$ cat src/rtl/eth_udp_hdr_inserter.sv
// eth_udp_hdr_inserter
// Store-and-forward framer: buffers one tlast-delimited payload frame, then
// emits a 42-byte Ethernet/IPv4/UDP header followed by the payload bytes.
// Total length, UDP length, IP ID and IPv4 header checksum are filled in
// for each frame. Oversize frames are swallowed and flagged.
//
// Ports:
//   clk, rst_n                      clock, asynchronous active-low reset
//   payload_in_tvalid/tready/tdata/tlast   8-bit AXIS payload input
//   mac_tx_tvalid/tready/tdata/tlast       8-bit AXIS frame output (registered)
//   first_byte_pulse                one-cycle pulse after header byte 0 is accepted
//   overflow_err                    one-cycle pulse after an oversize frame is dropped
module eth_udp_hdr_inserter #(
    parameter logic [47:0] DST_MAC     = 48'h02_00_00_00_00_02,
    parameter logic [47:0] SRC_MAC     = 48'h02_00_00_00_00_01,
    parameter logic [31:0] SRC_IP      = 32'hC0A8_010A,
    parameter logic [31:0] DST_IP      = 32'hC0A8_0114,
    parameter logic [15:0] SRC_PORT    = 16'd1234,
    parameter logic [15:0] DST_PORT    = 16'd5000,
    parameter logic [7:0]  TTL         = 8'd64,
    parameter int          MAX_PAYLOAD = 64
) (
    input  logic       clk,
    input  logic       rst_n,
    input  logic       payload_in_tvalid,
    output logic       payload_in_tready,
    input  logic [7:0] payload_in_tdata,
    input  logic       payload_in_tlast,
    output logic       mac_tx_tvalid,
    input  logic       mac_tx_tready,
    output logic [7:0] mac_tx_tdata,
    output logic       mac_tx_tlast,
    output logic       first_byte_pulse,
    output logic       overflow_err
);

    localparam int         AW      = (MAX_PAYLOAD > 1) ? $clog2(MAX_PAYLOAD) : 1;
    localparam logic [10:0] MAX_CNT = 11'(MAX_PAYLOAD);
    localparam logic [10:0] HDR_LEN = 11'd42;

    typedef enum logic [2:0] {
        S_IDLE = 3'd0,
        S_LOAD = 3'd1,
        S_CSUM = 3'd2,
        S_HDR  = 3'd3,
        S_PAY  = 3'd4,
        S_DROP = 3'd5
    } state_t;

    // IPv4 header checksum over the ten header words with the checksum word at
    // zero. Ten 16-bit words fit in 20 bits; two folds absorb every carry.
    function automatic logic [15:0] ip_csum(input logic [15:0] tot_len, input logic [15:0] id);
        logic [19:0] sum;
        sum = 20'h04500 + {4'h0, tot_len} + {4'h0, id} + 20'h04000
            + {4'h0, TTL, 8'h11}
            + {4'h0, SRC_IP[31:16]} + {4'h0, SRC_IP[15:0]}
            + {4'h0, DST_IP[31:16]} + {4'h0, DST_IP[15:0]};
        sum = {4'h0, sum[15:0]} + {16'h0000, sum[19:16]};
        sum = {4'h0, sum[15:0]} + {16'h0000, sum[19:16]};
        return ~sum[15:0];
    endfunction

    state_t      state_r, state_s;
    logic [10:0] cnt_r;          // payload bytes received; holds N until the frame is sent
    logic [10:0] ptr_r;          // index of the next frame byte to load into the output register
    logic [15:0] ip_id_r;
    logic [15:0] csum_r;
    logic        in_tready_r;
    logic        out_valid_r;
    logic [7:0]  out_data_r;
    logic        out_last_r;
    logic        fbp_r;
    logic        ovf_r;
    logic        ovf_s;
    logic [7:0]  pay_mem_r [MAX_PAYLOAD];

    logic        in_fire_s;
    logic        out_fire_s;
    logic        load_s;
    logic [10:0] last_idx_s;
    logic [15:0] tot_len_s;
    logic [15:0] udp_len_s;
    logic [335:0] hdr_vec_s;
    logic [8:0]  hsel_s;
    logic [7:0]  byte_s;

    assign in_fire_s  = payload_in_tvalid & in_tready_r;
    assign out_fire_s = out_valid_r & mac_tx_tready;
    assign last_idx_s = HDR_LEN + cnt_r - 11'd1;
    assign tot_len_s  = {5'd0, cnt_r} + 16'd28;
    assign udp_len_s  = {5'd0, cnt_r} + 16'd8;
    // A new byte may enter the output register when it is empty or draining.
    assign load_s     = ((state_r == S_HDR) || (state_r == S_PAY))
                        && (ptr_r < (HDR_LEN + cnt_r))
                        && (!out_valid_r || mac_tx_tready);

    assign hdr_vec_s = {DST_MAC, SRC_MAC, 16'h0800, 8'h45, 8'h00, tot_len_s, ip_id_r,
                        16'h4000, TTL, 8'h11, csum_r, SRC_IP, DST_IP,
                        SRC_PORT, DST_PORT, udp_len_s, 16'h0000};
    assign hsel_s    = 9'd335 - {ptr_r[5:0], 3'b000};

    // Select the header byte or buffered payload byte addressed by ptr_r.
    always_comb begin
        byte_s = 8'h00;
        if (ptr_r < HDR_LEN) begin
            byte_s = hdr_vec_s[hsel_s -: 8];
        end else begin
            byte_s = pay_mem_r[AW'(ptr_r - HDR_LEN)];
        end
    end

    // Next-state logic and drop-completion pulse.
    always_comb begin
        state_s = state_r;
        ovf_s   = 1'b0;
        case (state_r)
            S_IDLE, S_LOAD: begin
                if (in_fire_s) begin
                    if (cnt_r == MAX_CNT) begin
                        // this is byte MAX_PAYLOAD+1: the frame cannot fit
                        if (payload_in_tlast) begin
                            state_s = S_IDLE;
                            ovf_s   = 1'b1;
                        end else begin
                            state_s = S_DROP;
                        end
                    end else if (payload_in_tlast) begin
                        state_s = S_CSUM;
                    end else begin
                        state_s = S_LOAD;
                    end
                end else begin
                    state_s = state_r;
                end
            end
            S_CSUM: state_s = S_HDR;
            S_HDR: begin
                if (load_s && (ptr_r == (HDR_LEN - 11'd1))) begin
                    state_s = S_PAY;
                end else begin
                    state_s = S_HDR;
                end
            end
            S_PAY: begin
                if (out_fire_s && out_last_r) begin
                    state_s = S_IDLE;
                end else begin
                    state_s = S_PAY;
                end
            end
            S_DROP: begin
                if (in_fire_s && payload_in_tlast) begin
                    state_s = S_IDLE;
                    ovf_s   = 1'b1;
                end else begin
                    state_s = S_DROP;
                end
            end
            default: state_s = S_IDLE;
        endcase
    end

    // State register.
    always_ff @(posedge clk or negedge rst_n) begin
        if (!rst_n) begin
            state_r <= S_IDLE;
        end else begin
            state_r <= state_s;
        end
    end

    // Payload buffer write port; contents are don't-care until overwritten.
    always_ff @(posedge clk) begin
        if (in_fire_s && ((state_r == S_IDLE) || (state_r == S_LOAD)) && (cnt_r < MAX_CNT)) begin
            pay_mem_r[AW'(cnt_r)] <= payload_in_tdata;
        end
    end

    // Byte counter, IP ID and checksum bookkeeping.
    always_ff @(posedge clk or negedge rst_n) begin
        if (!rst_n) begin
            cnt_r   <= 11'd0;
            ip_id_r <= 16'h0000;
            csum_r  <= 16'h0000;
        end else begin
            if (in_fire_s && ((state_r == S_IDLE) || (state_r == S_LOAD))) begin
                cnt_r <= ((state_s == S_LOAD) || (state_s == S_CSUM)) ? (cnt_r + 11'd1) : 11'd0;
            end else if (state_r == S_PAY && out_fire_s && out_last_r) begin
                cnt_r   <= 11'd0;
                ip_id_r <= ip_id_r + 16'h0001;
            end
            if (state_r == S_CSUM) begin
                csum_r <= ip_csum(tot_len_s, ip_id_r);
            end
        end
    end

    // Registered AXIS output stage; holds data/last stable while stalled.
    always_ff @(posedge clk or negedge rst_n) begin
        if (!rst_n) begin
            ptr_r       <= 11'd0;
            out_valid_r <= 1'b0;
            out_data_r  <= 8'h00;
            out_last_r  <= 1'b0;
        end else if (state_r == S_CSUM) begin
            ptr_r <= 11'd0;
        end else if (load_s) begin
            out_valid_r <= 1'b1;
            out_data_r  <= byte_s;
            out_last_r  <= (ptr_r == last_idx_s);
            ptr_r       <= ptr_r + 11'd1;
        end else if (out_fire_s) begin
            out_valid_r <= 1'b0;
            out_data_r  <= 8'h00;
            out_last_r  <= 1'b0;
        end
    end

    // Registered status pulses and input ready.
    always_ff @(posedge clk or negedge rst_n) begin
        if (!rst_n) begin
            in_tready_r <= 1'b0;
            fbp_r       <= 1'b0;
            ovf_r       <= 1'b0;
        end else begin
            in_tready_r <= (state_s == S_IDLE) || (state_s == S_LOAD) || (state_s == S_DROP);
            // ptr_r is 1 exactly while header byte 0 sits in the output register
            fbp_r       <= (state_r == S_HDR) && out_fire_s && (ptr_r == 11'd1);
            ovf_r       <= ovf_s;
        end
    end

    assign payload_in_tready = in_tready_r;
    assign mac_tx_tvalid     = out_valid_r;
    assign mac_tx_tdata      = out_data_r;
    assign mac_tx_tlast      = out_last_r;
    assign first_byte_pulse  = fbp_r;
    assign overflow_err      = ovf_r;

endmodule

$ cat config.mk
export PLATFORM = sky130hd
export DESIGN_NAME = eth_udp_hdr_inserter
export DESIGN_NICKNAME = d
export VERILOG_FILES = /design/src/rtl/eth_udp_hdr_inserter.sv
export SDC_FILE = /design/constraint.sdc
export NUM_CORES = 1
export LEC_CHECK = 0
export CORE_MARGIN = 5
export CORE_UTILIZATION = 57
export CTS_CLUSTER_DIAMETER = 100
export CTS_CLUSTER_SIZE = 30
export DETAILED_ROUTE_END_ITERATION = 12
export GPL_TIMING_DRIVEN = 1
export PLACE_DENSITY = 0.76
export SLEW_MARGIN = 15
export SYNTH_ARGS = -nofsm -noshare
export SYNTH_HDL_FRONTEND = slang
export SYNTH_SLANG_ARGS = --single-unit
export TNS_END_PERCENT = 1
$ cat constraint.sdc
create_clock -name clk -period 6.2 [get_ports clk]
set_clock_uncertainty 0.05 [all_clocks]
set_input_delay 1.24 -clock clk [delete_from_list [all_inputs] [get_ports clk]]
set_output_delay 1.24 -clock clk [all_outputs]
set_load 0.02 [all_outputs]
== Yosys cells after proc, flatten, opt, wreduce, memory -nomap -nowiden ==
Memories as Yosys holds them, arrays and structs flattened.
Cells that the tools add are included.
Cells by class
  add/sub/neg operators: 19
  $mul: 0
  divide/modulo/power cells: 0
  order comparisons: 3
  equal/unequal tests: 12
  shifts and indexed selects: 1
  muxes and demuxes: 26
  bitwise operators: 5
  reduce and logical (&&, ||, !) cells: 26
Operator list (count)
  $shiftx 343x10->8: 1
  $mux 11: 5
  $add 20x9->20 const B: 2
  $mux 8: 3
  $add 11x1->11 const B: 2
  $add 19x16->20 const B: 1
  $add 20x16->20 const B: 1
  $add 18x15->19 const B: 1
  $add 17x15->18 const B: 1
  $mux 3: 6
  $add 16x16->17: 1
  $add 16x4->17: 1
  $add 15x12->16 const A: 1
  $add 16x1->16: 1
  $add 16x1->16 const B: 1
  $not 16->16: 1
  $pmux 3 s5: 1
  $add 11x4->12 const B: 1
  $add 11x5->12 const B: 1
  $add 6x11->11 const A: 1
  $eq 11x1->1 const B: 1
  $eq 11x11->1: 1
  $eq 11x6->1 const B: 1
  $eq 11x7->1 const B: 1
  21 further kinds: 55
Word-level totals
  register bits after elaboration: 70
  latch bits: 0
  memory bits (writable): 512
  bits in read-only memories: 0
  output and inout bits: 13
  memories: 1
Memories
  pay_mem_r: words 64, width 8, rd ports 1, clocked after memory_dff 0, write ports 1, RTL line 75  | logic [7:0] pay_mem_r [MAX_PAYLOAD];

== Depth between registers and ports, before layout ==
  word-level depth: 12
  gate-level depth with buffers: 33

== Worst setup path before layout ==
OpenSTA, ideal clock, no wires.
  path kind: reg2reg
  from: register cnt_r[4]
  to: register csum_r[12]
  arrival: 6411 ps
  slack: -326 ps
  stages on the path, launching flop included: 32
  path through: dfrtp_1 -> clkbuf_1 -> inv_1 -> ha_1 -> a21bo_2 -> nand3_1 -> xnor2_1 -> ha_1 -> ha_1 -> clkbuf_1 -> and4_1 -> nand4_1 -> a21boi_2 -> o21ai_0 -> o21bai_1 -> ha_1 -> inv_1 -> ha_1 -> and3b_1 -> and3_2 -> nand3_2 -> or3_1 -> nor3_1 -> ha_1 -> ha_1 -> inv_1 -> nor3_1 -> nor3b_1 -> o211ai_1 -> a21oi_1 -> mux2_1 -> nand2_1
On the way
  longest elaborated chain between the ends: 12
Ends and longest elaborated chain
  start: declaration: RTL line 64  | logic [10:0] cnt_r;
  start signal: assignment: RTL line 187  | cnt_r <= ((state_s == S_LOAD) || (state_s == S_CSUM)) ? (cnt_r + 11'd1) : 11'd0;
  $add 11x5->12: RTL line 90  | assign tot_len_s = {5'd0, cnt_r} + 16'd28;
  $add 15x12->16: RTL line 54  | sum = 20'h04500 + {4'h0, tot_len} + {4'h0, id} + 20'h04000
  $add 16x16->17: RTL line 54
  $add 17x15->18: RTL line 54
  $add 18x15->19: RTL line 55  | + {4'h0, TTL, 8'h11}
  $add 19x16->20: RTL line 56  | + {4'h0, SRC_IP[31:16]} + {4'h0, SRC_IP[15:0]}
  $add 20x9->20: RTL line 56
  $add 20x16->20: RTL line 57  | + {4'h0, DST_IP[31:16]} + {4'h0, DST_IP[15:0]};
  $add 20x9->20: RTL line 57
  $add 16x4->17: RTL line 58  | sum = {4'h0, sum[15:0]} + {16'h0000, sum[19:16]};
  $add 16x1->16: RTL line 59  | sum = {4'h0, sum[15:0]} + {16'h0000, sum[19:16]};
  $not 16->16: RTL line 60  | return ~sum[15:0];
  end signal: assignment: RTL line 193  | csum_r <= ip_csum(tot_len_s, ip_id_r);
  end: declaration: RTL line 67  | logic [15:0] csum_r;
Every way passes these cells.
A chain may end at the register's enable or synchronous reset.

== Worst setup path after layout ==
  from: register cnt_r[3]
  to: register csum_r[13]
Same word-level chain as after synthesis.

==> impl_metrics.json <==
{
  "p_leak_nw": 9.394,
  "fin_area_um2": 28570,
  "worst_ep_arrival_time_ps": 6300,
  "p_total_w": 0.01090,
  "antenna_found_initial": 0,
  "clk_latency_ps": 610,
  "vias": 15290,
  "fmax_ghz": 0.1693,
  "syn_nets": 1766,
  "min_from": "ip_id_r[5]",
  "cts_tree": "yes",
  "ys_seq_area_share_pct": 64.30,
  "r2r_start": "cnt_r[3]",
  "crit_start": "cnt_r[3]",
  "io_pins": 26,
  "crit_path_frequent_cell": "ha_2",
  "grtUsageTotal_pct": 23.90,
  "tightest_slew_ps": 1181,
  "grt_overflow": 0,
  "endpoint_kind": "flop",
  "max_slew_margin_pct": 21.25,
  "grt_max_degree": 71,
  "vdd_drop_max_v": 0.0004286,
  "die_w_um": 226.2,
  "hold_path.class": "flop to flop",
  "final_cells": 2330,
  "ant_nets": 0,
  "drc": 0,
  "n_antenna_cell": 0,
  "clockBufferDepth": 3,
  "syn_area_per_cell_um2": 15.77,
  "fin_crit_sh_pct": 95.29,
  "place_area_um2": 27560,
  "drv_slew": 0,
  "setup-violations-final": 0,
  "place_hpwl_mm": 39.95,
  "crit_slowest_cell": "or3_4",
  "start_kind": "flop",
  "htreeDepth": 1,
  "cts_hold_buf": 0,
  "cts.reportedPaths.clkPinSlew_ps": 110,
  "drive_gt1_share_pct": 18.46,
  "grt_pass1_vias": 14850,
  "syn2layout_area_growth_pct": 7.258,
  "synth_cell_types": 92,
  "cts_buffers": 24,
  "power_density_nw_per_um2": 381.4,
  "gp_congestion": 0.9281,
  "final_cell_mix": "edfxtp_1, mux4_2, nor2_1, nand2_1, dfrtp_1",
  "clockRootBuffer": "clkbuf_16",
  "cap_violations": 0,
  "numClockSinks": 582,
  "finalCoreUtilization_pct": 61.62,
  "yosysWarnings": 0,
  "wl_per_cell_um": 26.01,
  "status": "complete, no violations",
  "synthCells": 1689,
  "hold_viol": 0,
  "rows": 79,
  "cp_data_required_time_ps": 6600,
  "synth_edf_count": 512,
  "syn_area_um2": 26630,
  "mostFrequentLayoutCell": "edfxtp_1",
  "slowest_delay_ps": 410,
  "core_area_um2": 46360,
  "synth_ff_type": "edfxtp_1",
  "drtIter0Drc": 2132,
  "critPathMaxFanout": 4,
  "dr.pass1.iters": 8,
  "tns_ps": 0,
  "die_y_um": 226.2,
  "via_per_inst": 6.564,
  "num-nets-final": 1782,
  "routed_wl_mm": 60.61,
  "placed_cells": 2274,
  "ys_ff_latch": 582,
  "fin_crit_ps": 5908,
  "port-buffer-count": 25,
  "crit_type": "flop to flop",
  "grt_pass1_wl_mm": 93.03,
  "dieArea_um2": 51150,
  "synth-async-reset-ratio_pct": 12.03,
  "start_util_pct": 57.45
}
==> sequential cells by signal, indices dropped and copies added, names as in the netlist, 3 cells and up <==
| register | flops |
|---|---|
| mac_tx_tdata | 8 |
| ptr_r | 11 |
| state_r | 3 |
| ip_id_r | 16 |
| csum_r | 16 |
| cnt_r | 11 |
| pay_mem_r | 512 |
==> area by class of cell <==
| type | instances | area, µm² |
|---|---|---|
| Fill cell | 3279 | 17790 |
| Tap cell | 607 | 759.5 |
| Sequential cell | 582 | 17130 |
| Timing Repair Buffer | 83 | 683.2 |
| Clock inverter | 4 | 70.07 |
| Multi-Input combinational cell | 953 | 9021 |
| Clock buffer | 40 | 670.6 |
| Inverter | 61 | 229.0 |
==> path summary, 6_finish.rpt <==
kind	to	slack [ps]	cells after the start
setup / recovery	csum_r[13]	290	29
hold / removal	ip_id_r[5]	450	1
setup reg to reg	csum_r[13]	290	29
hold reg to reg	ip_id_r[5]	450	1
max in group asynchronous	ptr_r[1]	4660	1
min in group asynchronous	csum_r[9]	730	1
==> metal layers <==
| layer | routed length, µm | vias up | track usage [%] |
|---|---|---|---|
| met4 | 1323 | 0 | 4.716 |
| li1 | - | 6604 | - |
| met5 | 0 | - | 0 |
| met3 | 5463 | 91 | 3.458 |
| met2 | 29100 | 815 | 37.79 |
| met1 | 24720 | 7783 | 36.49 |
==> metrics by stage <==
step,worst slack [ps],hold WS [ps]
after floorplan,38.15,397.9
after global placement,106.2,404.4
after detailed placement,-107.5,436.4
after CTS,19.41,454.2
after global routing,-54.58,471.2
final,291.9,454.4
==> cell families after synthesis <==
logic type,Yosys count,share of synthesized area [%]
AND/OR/NAND/NOR,395,7.108
multiplexers,175,14.15
flip-flops,582,64.30
adder cells (fa/ha/maj),66,3.115
AO/OA/AOI/OAI,239,6.093
XOR/XNOR,78,2.650
buffers and inverters,154,2.579
==> timing repair <==
action | in CTS | in global routing
buffers inserted | 1 | 11
endpoints found under the setup margin | 3 | 9
pin swaps | 1 | 17
resized for setup | 4 | 30
==> worst max-delay path, delay by kind of cell (launching register included) <==
family          cells  cell delay (ps)
flops               1              380
compound gates      6             1100
simple gates       12             2230
fa+ha+maj           6             1380
buf+inv             3              240
xor+xnor            2              390
==> report_power, final <==
group	switching [W]	internal [W]	leakage (nW)
registers	0.000189	0.00436	5.50
logic	0.00249	0.00192	3.55
clock network	0.00116	0.000773	0.346
total	0.00384	0.00706	9.39
==> synth_stat cells, types with 3 or more instances <==
library cell	count	area [µm²]
o21ai_1	6	30.03
a21oi_1	46	230.2
mux2i_1	11	110.1
o211ai_1	21	157.7
nand2_1	116	435.4
and2_1	7	43.79
nand2b_1	7	43.79
or3_1	6	37.54
buf_1	7	26.28
and3_1	11	68.82
clkbuf_1	48	180.2
o21a_1	8	60.06
o21ai_0	65	325.3
dfrtp_1	70	1752
or2_2	3	18.77
or4_1	3	22.52
nand4_1	17	106.4
nor3b_1	8	60.06
o2111ai_1	7	61.31
a21o_1	4	30.03
nor4_1	3	18.77
nor2_1	119	446.7
xor2_1	24	210.2
edfxtp_1	512	15370
o211a_1	3	30.03
nor2b_1	5	31.28
nand3b_1	6	45.04
and4_1	6	52.55
a221oi_1	4	35.03
buf_4	7	52.55
a31oi_1	8	50.05
mux4_2	161	3626
a311oi_1	5	43.79
inv_1	59	221.5
buf_2	27	135.1
o31ai_1	11	82.58
a211oi_1	8	60.06
ha_1	63	788.3
o22ai_1	6	37.54
xnor2_1	51	446.7
a22o_1	4	35.03
nor3_1	20	100.1
nand3_1	42	210.2
(Power assumes the default switching activity.)
